File: src/rtl/rf_wport_arbiter.sv
// rf_wport_arbiter: shares the RF write port between WB (priority) and a long-latency unit with starvation relief.
// Optional RF_WPORT_STAT_EN adds stat_conflict_cnt_o counting cycles both sides requested the port.
module rf_wport_arbiter #(
  parameter int STARVE_LIMIT = 8,
  parameter int CNT_W        = 8
) (
  input  logic        clk,
  input  logic        reset,
  input  logic        wb_valid_i,
  input  logic        wb_we_i,
  input  logic [4:0]  wb_waddr_i,
  input  logic [31:0] wb_wdata_i,
  input  logic [31:0] wb_pc_i,
  output logic        wb_hold_o,
  input  logic        llu_valid_i,
  input  logic [4:0]  llu_waddr_i,
  input  logic [31:0] llu_wdata_i,
  input  logic [31:0] llu_pc_i,
  output logic        llu_ready_o,
  output logic        rf_we_o,
  output logic [4:0]  rf_waddr_o,
  output logic [31:0] rf_wdata_o,
  output logic [31:0] debug_wb_pc_o,
  output logic [3:0]  debug_wb_rf_wen_o,
  output logic [4:0]  debug_wb_rf_wnum_o,
  output logic [31:0] debug_wb_rf_wdata_o
`ifdef RF_WPORT_STAT_EN
  , output logic [31:0] stat_conflict_cnt_o
`endif
);
  localparam logic [0:0] NORMAL = 1'b0;
  localparam logic [0:0] FORCE  = 1'b1;
  localparam logic [CNT_W-1:0] LIMIT = CNT_W'(STARVE_LIMIT);
  logic [0:0]       state_q, state_d;
  logic [CNT_W-1:0] wait_q, wait_d;
  logic             rf_we_q, rf_we_d;
  logic [4:0]       rf_waddr_q, rf_waddr_d;
  logic [31:0]      rf_wdata_q, rf_wdata_d;
  logic [31:0]      pc_q, pc_d;
  logic             wb_req, wb_grant, llu_grant, wb_nowrite;
  assign wb_req      = wb_valid_i & wb_we_i;
  assign wb_hold_o   = state_q == FORCE;
  assign wb_grant    = ~wb_hold_o & wb_req;
  assign llu_grant   = llu_valid_i & (wb_hold_o | ~wb_req);
  assign llu_ready_o = llu_grant;
  // non-writing WB retire still reports its PC when the LLU does not take the port
  assign wb_nowrite  = wb_valid_i & ~wb_we_i & ~wb_hold_o & ~llu_grant;
  always_comb begin
    wait_d     = (wb_hold_o | llu_grant | ~llu_valid_i) ? '0 : (wait_q == LIMIT) ? wait_q : wait_q + 1'b1;
    state_d    = (~wb_hold_o && wait_d == LIMIT) ? FORCE : NORMAL;
    rf_we_d    = wb_grant ? |wb_waddr_i : llu_grant ? |llu_waddr_i : 1'b0;
    rf_waddr_d = wb_grant ? wb_waddr_i : llu_grant ? llu_waddr_i : rf_waddr_q;
    rf_wdata_d = wb_grant ? wb_wdata_i : llu_grant ? llu_wdata_i : rf_wdata_q;
    pc_d       = (wb_grant | wb_nowrite) ? wb_pc_i : llu_grant ? llu_pc_i : pc_q;
  end
  always_ff @(posedge clk) begin
    if (reset) begin
      state_q    <= NORMAL;
      wait_q     <= '0;
      rf_we_q    <= 1'b0;
      rf_waddr_q <= '0;
      rf_wdata_q <= '0;
      pc_q       <= '0;
    end else begin
      state_q    <= state_d;
      wait_q     <= wait_d;
      rf_we_q    <= rf_we_d;
      rf_waddr_q <= rf_waddr_d;
      rf_wdata_q <= rf_wdata_d;
      pc_q       <= pc_d;
    end
  end
  assign rf_we_o             = rf_we_q;
  assign rf_waddr_o          = rf_waddr_q;
  assign rf_wdata_o          = rf_wdata_q;
  assign debug_wb_pc_o       = pc_q;
  assign debug_wb_rf_wen_o   = {4{rf_we_q}};
  assign debug_wb_rf_wnum_o  = rf_waddr_q;
  assign debug_wb_rf_wdata_o = rf_wdata_q;
`ifdef RF_WPORT_STAT_EN
  logic [31:0] stat_q;
  always_ff @(posedge clk) begin
    if (reset) stat_q <= '0;
    else if (wb_req & llu_valid_i) stat_q <= stat_q + 32'd1;
  end
  assign stat_conflict_cnt_o = stat_q;
`endif
endmodule

File: config.mk
export PLATFORM = sky130hd
export DESIGN_NAME = rf_wport_arbiter
export DESIGN_NICKNAME = d
export VERILOG_FILES = /design/src/rtl/rf_wport_arbiter.sv
export SDC_FILE = /design/constraint.sdc
export NUM_CORES = 1
export LEC_CHECK = 0
export BUFFER_PORTS_ARGS = -buffer_cell sky130_fd_sc_hd__buf_4
export CORE_AREA = 2 2 99 101
export DETAILED_ROUTE_END_ITERATION = 16
export DIE_AREA = 0 0 101 103
export MAX_ROUTING_LAYER = met4
export PLACE_DENSITY = 0.77
export SYNTH_ARGS = -nofsm -noshare
export SYNTH_HDL_FRONTEND = slang
export SYNTH_SLANG_ARGS = --single-unit
File: constraint.sdc
create_clock -name clk -period 5.05 [get_ports clk]
set_input_delay 1.01 -clock clk [delete_from_list [all_inputs] [get_ports clk]]
set_output_delay 1.01 -clock clk [all_outputs]
set_load 0.05 [all_outputs]
==> results.cfg <==
[status]
status = complete, no violations

[critical_path]
max_stage_delay_ns = 0.22
critPathRequiredTime_ns = 4.04
crit_slowest_cell = buf_4
endpoint = llu_ready_o
cp.buffers_inverters = 2
worstPathArrival_ns = 1.64
r2r_end = wb_hold_o
crit_top_cell = buf_4
path_cells = buf_4 -> nand3b_2 -> and2_1 -> buf_4
regToRegStartpoint = wait_q[0]
end_kind = output pin
cp-start-kind = input pin
rrSetupSlack_ns = 3.14
cp_max_fo = 3
crit_start = wb_valid_i
crit_type = in2out
ff2ff_path_depth = 6
crit_cells = 4
critical-path-top-delay-family = buffers and inverters

[yosys]
yosys.area_share.xor_xnor_pct = 1.11
synthTopCellsByArea = dfxtp_1, mux2i_1, a211oi_1, buf_4, nor2_1
netlist_area_um2 = 3930
postSynthAreaPerCell_um2 = 9.30
yosys-top-cells-count = dfxtp_1, nor2_1, a211oi_1, mux2i_1, buf_4
synth-compound-area-share_pct = 16.5
synth.most_common_cell = dfxtp_1
synth_mux_area_share_pct = 17.6
seq_area_frac_synth_pct = 40.2
ys_async_sr_fraction_pct = 0
synthAdderAreaFrac_pct = 0.636
yosys_warnings = 0
synth.ff_latch_count = 79
yosysTopAreaCellShare_pct = 40.2
synthSimpleGateAreaFrac_pct = 11.4
synth-edff-count = 0
syn_nets = 568
synth.distinct_cells = 36
yosysTopAreaCell = dfxtp_1
synthCells = 423
synth_top_family_by_area = multiplexers
yosys_most_used_dff = dfxtp_1

[route]
drt_iter0_drc = 128
vias_per_cell = 5.09
routed_wl_um = 11100
top_layer = met4
drt-pass1-iter-count = 4
wl_per_cell_um = 15.1
drc = 0
met3_length_um = 759
num_vias = 3735
dr_wl_met2_um = 5480
antenna_left = 0
wl_met1_um = 4580

[timing]
setup_viol = 0
setup_ws_ns = 2.40
fmax_mhz = 377
whs_ns = 0.502
tightest_slew_ns = 1.06
period_share_pct = 52.6
hold_viol_final = 0
slew_violations = 0
period_needed_ns = 2.65
fin_worst_skew_ns = 0.00888
slew_headroom_pct = 29.5
rsz0062_at_grt = no
setup_tns_ns = 0

[place]
place_hpwl_um = 8280
gp_congestion = 0.791
post-place-ws_ns = 2.37
postPlaceCellArea_um2 = 5540
io_buffer_count = 255

[grt]
grt_max_degree = 79
grt_use_total_pct = 20.3
grt_pass1_vias = 3448
grt_overflow = 0
grt_pass1_wl_um = 16100
antenna_found_initial = 0

[clocking]
clk-insertion-delay-late_ns = 0.33
clock_path_buffers = 2
hold_buffers = 0
clkTransAtPathRegs_ns = 0.07
cts_resized = 0
post_cts_buffers = 0
cts_root_buf = clkbuf_8
cts_tree = yes
numCtsBuffers = 9
cts.sinks = 79
htreeDepth = 3

[final_layout]
area_delta_synth_final_pct = 47.2
postLayoutCellArea_um2 = 5790
final_nets = 762
insertedDiodeCount = 0
fin_util_pct = 61.2
fillerInstances = 783
drive_gt1_share_pct = 45.0

[floorplan]
design.core.area_um2 = 9460
die_h_um = 103
fp-row-count = 36
chipWidth_um = 101
start_util_pct = 41.6
die_area_um2 = 10400
ios = 256

[pwr]
ir_worst_vdd_uv = 162
leakage_nw = 2.87
p_per_area_nw_per_um2 = 324

[hold_path]
hp-start = debug_wb_pc_o[21]
hold_class = reg2reg

[job]
cap_violations = 0
-- worst register-to-register path, delay by kind of cell, from the launching register on --
| family | cells | cell delay, ns |
|---|---|---|
| compound gates | 3 | 0.74 |
| flops | 1 | 0.50 |
| simple gates | 1 | 0.25 |
| fa+ha+maj | 1 | 0.21 |
| buf+inv | 1 | 0.13 |
-- kinds of logic after synthesis --
logic type,Yosys count
and+or+nand+nor,102
DFF,79
xor gates and xnor gates,5
buffers and inverters,80
muxes,69
AOI/OAI and AO/OA,86
adders and majority gates,2
-- through the flow --
stage          std cells  power [mW]
2_1_floorplan        423        1.12
6_report             734        1.88
3_5_place_dp         720        1.30
4_1_cts              734        1.90
3_3_place_gp         720        1.30
5_1_grt              734        1.97
-- per-layer routing --
layer  GRT usage (%)  vias to the layer above
met5               -                        -
met3            3.59                       22
met2            34.9                      192
met4            7.80                        0
li1                -                     1867
met1            23.6                     1654
-- cell usage in the layout, fill, tap and decap left out, types with 3 or more instances in the layout --
cell type and count:
dfxtp_1 79, nand3_1 6, a21oi_1 6, bufinv_16 4
xnor2_1 3, clkbuf_8 9, nand2_1 4, inv_1 3
nor2_1 77, buf_4 259, mux2i_1 69, a211oi_1 69
-- final cells by class --
class | count | area [µm²] | share of cell area, %
tap | 114 | 143 | 2.46
sequential | 79 | 1580 | 27.3
multi-input combinational | 264 | 1860 | 32.1
inverter | 4 | 15.0 | 0.259
timing repair buffer | 259 | 1940 | 33.6
clock inverter | 4 | 120 | 2.07
clock buffer | 10 | 128 | 2.20
-- worst min-delay path by stage --
stage	endpoint	cells after the start
3_5_place_dp	debug_wb_pc_o[16]	2
4_1_cts	debug_wb_pc_o[16]	2
5_1_grt	debug_wb_pc_o[23]	2
6_report	debug_wb_pc_o[21]	2
2_1_floorplan	wait_q[7]	2
3_3_place_gp	debug_wb_pc_o[9]	2
-- sequential cells by signal, indices dropped and copies added, names as in the netlist --
register and count:
debug_wb_pc_o 32, rf_we_o 1, wb_hold_o 1, debug_wb_rf_wnum_o 5, debug_wb_rf_wdata_o 32, wait_q 8
-- power breakdown --
part | internal [mW] | switching [mW] | total [mW]
registers | 0.669 | 0.0322 | 0.702
logic | 0.215 | 0.372 | 0.586
clock network | 0.374 | 0.215 | 0.589
total | 1.26 | 0.619 | 1.88
Note: power is estimated with default switching activity, not from simulation.
